===== src/rtl/pdm_pkg.sv =====
// pdm_pkg: constants shared by the PDM modulator and demodulator.
//   CIC_ORDER  : order of the demodulator's CIC decimator
//   PCM_W      : width of density/PCM words (also the modulator's duty width)
//   PCM_SAT    : full-scale saturation value for PCM words
//   cic_width(): CIC accumulator width for a given log2 decimation ratio
package pdm_pkg;
  localparam int CIC_ORDER = 3;
  localparam int PCM_W     = 16;
  localparam logic [PCM_W-1:0] PCM_SAT = 16'hFFFF;

  // Register growth of an N-stage CIC is N*log2(R); one extra bit lets
  // the full-scale value R^N itself be represented.
  function automatic int cic_width(input int log2r);
    return CIC_ORDER * log2r + 1;
  endfunction
endpackage


===== src/rtl/pdm_demod_sync.sv =====
// pdm_sync: 2-flop synchronizer for an asynchronous 1-bit input.
//   clk   : destination clock
//   rst_n : asynchronous active-low reset (flops clear to 0)
//   d     : asynchronous input
//   q     : synchronized output (2 clk edges of latency)
module pdm_sync (
  input  logic clk,
  input  logic rst_n,
  input  logic d,
  output logic q
);
  logic s1;

  always_ff @(posedge clk or negedge rst_n) begin
    if (!rst_n) begin
      s1 <= 1'b0;
      q  <= 1'b0;
    end else begin
      s1 <= d;
      q  <= s1;
    end
  end
endmodule


===== src/rtl/pdm_demod.sv =====
// pdm_demod: 1-bit PDM stream -> 16-bit unsigned density words.
// Synchronizer, 3rd-order CIC decimator (R = 2^LOG2_DECIM), then a
// valid/ready output register with sticky overrun.
//   clk, rst_n : clock, asynchronous active-low reset
//   pdm_in     : raw PDM pin (asynchronous)
//   smpl_en    : one-cycle strobe per PDM bit period
//   pcm        : demodulated density (0x0000 all zeros .. 0xFFFF all ones)
//   pcm_vld    : pcm holds an unconsumed sample
//   pcm_rdy    : consumer accepts pcm when pcm_vld && pcm_rdy
//   ovr        : sticky overrun (sample overwritten before acceptance)
//   clr_ovr    : synchronous clear of ovr (a coincident new overrun wins)
// Build option: define PDM_DEMOD_WARMUP_EN to suppress the first three
// (settling) decimated outputs after reset.
module pdm_demod
  import pdm_pkg::*;
#(
  parameter int LOG2_DECIM = 5
) (
  input  logic             clk,
  input  logic             rst_n,
  input  logic             pdm_in,
  input  logic             smpl_en,
  output logic [PCM_W-1:0] pcm,
  output logic             pcm_vld,
  input  logic             pcm_rdy,
  output logic             ovr,
  input  logic             clr_ovr
);
  localparam int W     = cic_width(LOG2_DECIM);
  localparam int SHIFT = PCM_W - CIC_ORDER * LOG2_DECIM;
  localparam int SW    = PCM_W + 1;

  logic s2;
  pdm_sync u_sync (.clk(clk), .rst_n(rst_n), .d(pdm_in), .q(s2));

  logic [W-1:0] x, i1, i2, i3, i1_n, i2_n, i3_n;
  logic [W-1:0] d1, d2, d3, c1, c2, c3;
  logic [LOG2_DECIM-1:0] cnt;
  logic [SW-1:0] scaled;
  logic [PCM_W-1:0] pcm_new, pcm_new_q;
  logic dec_q, cmb_vld;

  assign x = W'(s2);

  // Integrators chain within one cycle; modulo-2^W wrap is cancelled by
  // the combs, so no saturation here.
  always_comb begin
    i1_n = i1 + x;
    i2_n = i2 + i1_n;
    i3_n = i3 + i2_n;
    c1   = i3 - d1;
    c2   = c1 - d2;
    c3   = c2 - d3;
  end

  // Full-scale C3 is exactly R^3, which lands one past 16 bits after the
  // shift; clamp it to the top code.
  assign scaled  = SW'(c3) << SHIFT;
  assign pcm_new = scaled[PCM_W] ? PCM_SAT : scaled[PCM_W-1:0];

`ifdef PDM_DEMOD_WARMUP_EN
  logic [1:0] wu;
`endif

  always_ff @(posedge clk or negedge rst_n) begin
    if (!rst_n) begin
      i1 <= '0; i2 <= '0; i3 <= '0;
      d1 <= '0; d2 <= '0; d3 <= '0;
      cnt       <= '0;
      dec_q     <= 1'b0;
      cmb_vld   <= 1'b0;
      pcm_new_q <= '0;
`ifdef PDM_DEMOD_WARMUP_EN
      wu        <= 2'd0;
`endif
    end else begin
      if (smpl_en) begin
        i1  <= i1_n;
        i2  <= i2_n;
        i3  <= i3_n;
        cnt <= cnt + 1'b1;
      end
      // Flags the edge after the decimating strobe, when i3 is updated.
      dec_q <= smpl_en && (cnt == '1);
      if (dec_q) begin
        d1        <= i3;
        d2        <= c1;
        d3        <= c2;
        pcm_new_q <= pcm_new;
      end
`ifdef PDM_DEMOD_WARMUP_EN
      // Combs keep running during warm-up; only presentation is held off.
      if (dec_q && wu != 2'd3) wu <= wu + 2'd1;
      cmb_vld <= dec_q && (wu == 2'd3);
`else
      cmb_vld <= dec_q;
`endif
    end
  end

  always_ff @(posedge clk or negedge rst_n) begin
    if (!rst_n) begin
      pcm     <= '0;
      pcm_vld <= 1'b0;
      ovr     <= 1'b0;
    end else begin
      if (cmb_vld) begin
        pcm     <= pcm_new_q;
        pcm_vld <= 1'b1;
      end else if (pcm_rdy) begin
        pcm_vld <= 1'b0;
      end
      // An accept in the same cycle as a load is not an overrun.
      if (cmb_vld && pcm_vld && !pcm_rdy) ovr <= 1'b1;
      else if (clr_ovr)                   ovr <= 1'b0;
    end
  end
endmodule


===== config.mk =====
export PLATFORM = sky130hd
export DESIGN_NAME = pdm_demod
export DESIGN_NICKNAME = d
export VERILOG_FILES = /design/src/rtl/pdm_pkg.sv /design/src/rtl/pdm_demod_sync.sv /design/src/rtl/pdm_demod.sv
export SDC_FILE = /design/constraint.sdc
export NUM_CORES = 1
export LEC_CHECK = 0
export CORE_MARGIN = 3
export CORE_UTILIZATION = 55
export CTS_BUF_LIST = sky130_fd_sc_hd__clkbuf_4 sky130_fd_sc_hd__clkbuf_8
export CTS_CLUSTER_SIZE = 12
export DETAILED_ROUTE_END_ITERATION = 8
export GPL_TIMING_DRIVEN = 1
export PLACE_DENSITY = 0.84
export SLEW_MARGIN = 20
export SYNTH_ARGS = -nofsm -noshare
export SYNTH_HDL_FRONTEND = slang
export SYNTH_SLANG_ARGS = --single-unit

===== constraint.sdc =====
create_clock -name clk -period 11.52 [get_ports clk]
set_input_delay 2.304 -clock clk [delete_from_list [all_inputs] [get_ports clk]]
set_output_delay 2.304 -clock clk [all_outputs]
set_load 0.02 [all_outputs]

==> key figures <==
Floorplanning
  – Core outline area: 15480 sq um
  – Site Rows: 45
  – Die ar.: 17680 sq um
  – Initial Util: 57.27%
  – Die X: 133.0 um
  – I/O Pins: 24
  – Die Y: around 130 um

STA
  – Final hold violations: 0
  – Final period utilization: between 50 and 60%
  – Clk_skew: 0.009447 ns
  – Fmax: between 150 and 200 MHz
  – Worst-Margin Slew: between 0.9 and 1 ns
  – RSZ-0062 raised after global routing: false
  – Sum Neg Setup Slack: 0 ns
  – Slew HR: 38.50%
  – Final count of pins violating max slew: 0
  – # setup viols final: 0
  – Fin crit period: 5.794 ns

Setup path
  – Critical Path, Cell by Cell: inv_1 > ha_1 > fa_1 > nor2b_1 > o21ai_0 > a21boi_0 > o21a_1 > o21ai_0 > nand2_1 > a21oi_1 > xnor2_1 > ha_1 > and2_1 > a311oi_2 > a21oi_2 > a21o_1 > a21oi_1 > xnor2_1 > ha_1 > a21oi_1 > o211ai_1 > a211oi_1 > xor2_2 > a31oi_1
  – CP required: 11.80 ns
  – Slowest stage cell, crit path: xor2_2
  – Arrival @ worst endpoint: slightly above 6 ns
  – Worst R2R End: pcm_new_q[15]
  – Reg2Reg Setup Slack: between 5 and 6 ns
  – Critical path type: reg2reg
  – Reg2Reg Depth: 24
  – Slowest cell delay on critical path: 0.62 ns
  – CP endpoint kind: flop
  – Worst r2r src: i3[0]
  – CP bufs+invs: 1
  – CP Launch Type: flop
  – Critical-path maximum fanout: 16
  – Top Family by Delay on Critical Path: compound AO/OA/AOI/OAI gates

Drt
  – DRT iter0 DRCs: about 270
  – Drt via density: 5.446
  – ANT nets after route: 0
  – Final routed DRC violation total: 0
  – Drt first pass iters: 5
  – Via count: between 6000 and 7000
  – Routed wire length: 15520 um
  – Post-detailed-route wirelength per cell: 13.30 um

Placement
  – Placed Cells incl. Taps: 1136
  – DP HPWL: 10980 um
  – Number of I/O port buffers: 23
  – GPL Wtd Cong: 0.7703

Global routing
  – Vias in the first global route: 6286
  – Largest net degree at the start of global routing: 78
  – Wire length of the first global-routing pass: 27940 um
  – Tot GR Track Use: 18.76%
  – GRT Residual Overflow: 0
  – Initial antenna violation count: 0

Layout
  – Antenna cells: 0
  – Commonest non-fill, non-tap cell in the layout: dfrtp_1
  – Layout cells sized above 1: 9.937%
  – Synthesis-to-layout area growth: 9.017%
  – Commonest non-fill, non-tap cells in the layout: dfrtp_1 (138), nand2_1 (84), ha_1 (79)
  – Nets: between 1000 and 1500
  – Fin cells: 1167

Synth
  – Synth Instances: between 900 and 1000
  – Post-synth ARST share: between 90% and 100%
  – Syn nets: 1015
  – #FFs+latches synth: 139
  – Syn_area_per_cell: 9.586 sq um
  – EDFF count, synth: 0
  – Mapped Area: between 8000 and 9000 sq um
  – Top_reg_cell synth: dfrtp_1
  – Ys Warns: 0
  – Unique masters post-synth: 63
  – Sequential-to-total area share from yosys stat: 39.23%

Clocking
  – Postcts setup bufs: 0
  – Cts repair resizes: 0
  – Root buf cell: clkbuf_8
  – CTS clk-pin slew, worst paths: 0.07 ns
  – H-tree depth: 4
  – CTS tree: yes
  – Sink Count: about 140
  – Total CTS buffers: 17
  – Hold-fix buffers, CTS: 0
  – Clk Latency, worst-skew pair: 0.45 ns
  – Clock Tree Buf Depth: 2

Worst hold path
  – Hold wc startpoint: u_sync.s1
  – Hold Crit Depth: 0
  – Hold Path Sink: u_sync.q
  – Hold Crit Class: reg2reg

Run status
  – Run status: completed

Job
  – Max-cap violations: 0
[cell families (layout without fill, tap and decap cells)]
kind of cell               Yosys count  after routing  synth area share, %
xor gates and xnor gates            86             86                8.734
buffers and inverters              101            132                4.374
AOI/OAI and AO/OA                  215            215                15.82
adders and majority gates           84             84                12.28
muxes                               55             55                6.858
and+or+nand+nor                    245            245                12.71
DFF                                139            139                39.23
[stage by stage]
step           util (%)  area [sq um]  setup WS (ns)  hold WS (ns)
6_report          62.43          9667          5.726        0.3580
5_1_grt           62.43          9667          5.241        0.3702
4_1_cts           62.43          9667          5.739        0.3614
3_5_place_dp      59.90          9275          5.785        0.3443
3_3_place_gp      59.90          9275          5.951        0.3326
2_1_floorplan         -          8867          6.556        0.3312
[final cells by class]
cell class                      count  area [sq um]
Clock inverter                      6         60.06
Inverter                           75         281.5
Fill cell                        1265          5817
Timing Repair Buffer               26         249.0
Clock buffer                       25         331.6
Sequential cell                   139          3480
Multi-Input combinational cell    685          5001
Tap cell                          211         264.0
[synth_stat cells (all sizes together), types with 2 or more instances]
cell type    n  area, sq um
dfrtp      139         3478
nand2       84        315.3
ha          79        988.5
inv         74        277.8
o21ai       71        355.3
nor2        69        259.0
xnor2       61        534.3
mux2        46        518.0
a21oi       43        219.0
xor2        24        217.7
clkbuf      21        78.83
a31oi       17        131.4
nand3       17        85.08
a21o        14        105.1
and3        14        87.58
nor3        12        60.06
o21a        12        90.09
nor2b       11        68.82
nand4       10        62.56
a211oi       9        72.57
mux2i        9        90.09
nand2b       8        50.05
and2         6        37.54
o21bai       6        45.04
a21boi       5        37.54
buf          5        27.52
fa           5        100.1
nor4         5        31.28
o31ai        5        37.54
a311oi       3        32.53
and4         3        26.28
o211ai       3        22.52
o31a         3        26.28
o41ai        3        33.79
or3          3        18.77
a2111o       2        22.52
a2111oi      2        17.52
a31o         2        17.52
nand4b       2        17.52
o22ai        2        12.51
o2bb2ai      2        17.52
o311a        2        20.02
o41a         2        22.52
[worst register-to-register path, delay by kind of cell, from the launching register on]
family                     cells  cell delay [ns]
xor gates and xnor gates       3             0.98
adders and majority gates      4             1.25
and+or+nand+nor                3             0.38
DFF                            1             0.38
AOI/OAI and AO/OA             13             2.57
buffers and inverters          1             0.07
[worst max path at each step]
stage | startpoint | endpoint | slack [ns] | cells after the start
2_1_floorplan | i3[0] | pcm_new_q[10] | 6.56 | 25
3_3_place_gp | i3[0] | pcm_new_q[4] | 5.95 | 21
3_5_place_dp | i3[0] | pcm_new_q[1] | 5.79 | 24
4_1_cts | i3[0] | pcm_new_q[6] | 5.74 | 24
5_1_grt | i3[0] | pcm_new_q[4] | 5.24 | 23
6_report | i3[0] | pcm_new_q[15] | 5.73 | 24
[layer usage]
| metal | GRT usage [%] | vias to the layer above | routed length, um |
|---|---|---|---|
| met4 | 6.813 | 0 | 279 |
| met3 | 3.650 | 26 | 382 |
| met5 | 0 | - | 0 |
| met1 | 23.84 | 2968 | 7289 |
| met2 | 31.88 | 79 | 7569 |
| li1 | - | 3283 | - |
[flip-flops by register name, indices dropped and copies added, names as in the netlist]
register,flops
d3,16
pcm,16
pcm_new_q,16
cnt,5
i1,16
dec_q,1
u_sync.q,1
d1,16
d2,16
i2,16
i3,16
cmb_vld,1
pcm_vld,1
ovr,1
u_sync.s1,1
Power is not shown: default switching activity piles up to over one toggle a cycle in this logic, so the estimate is an artifact.
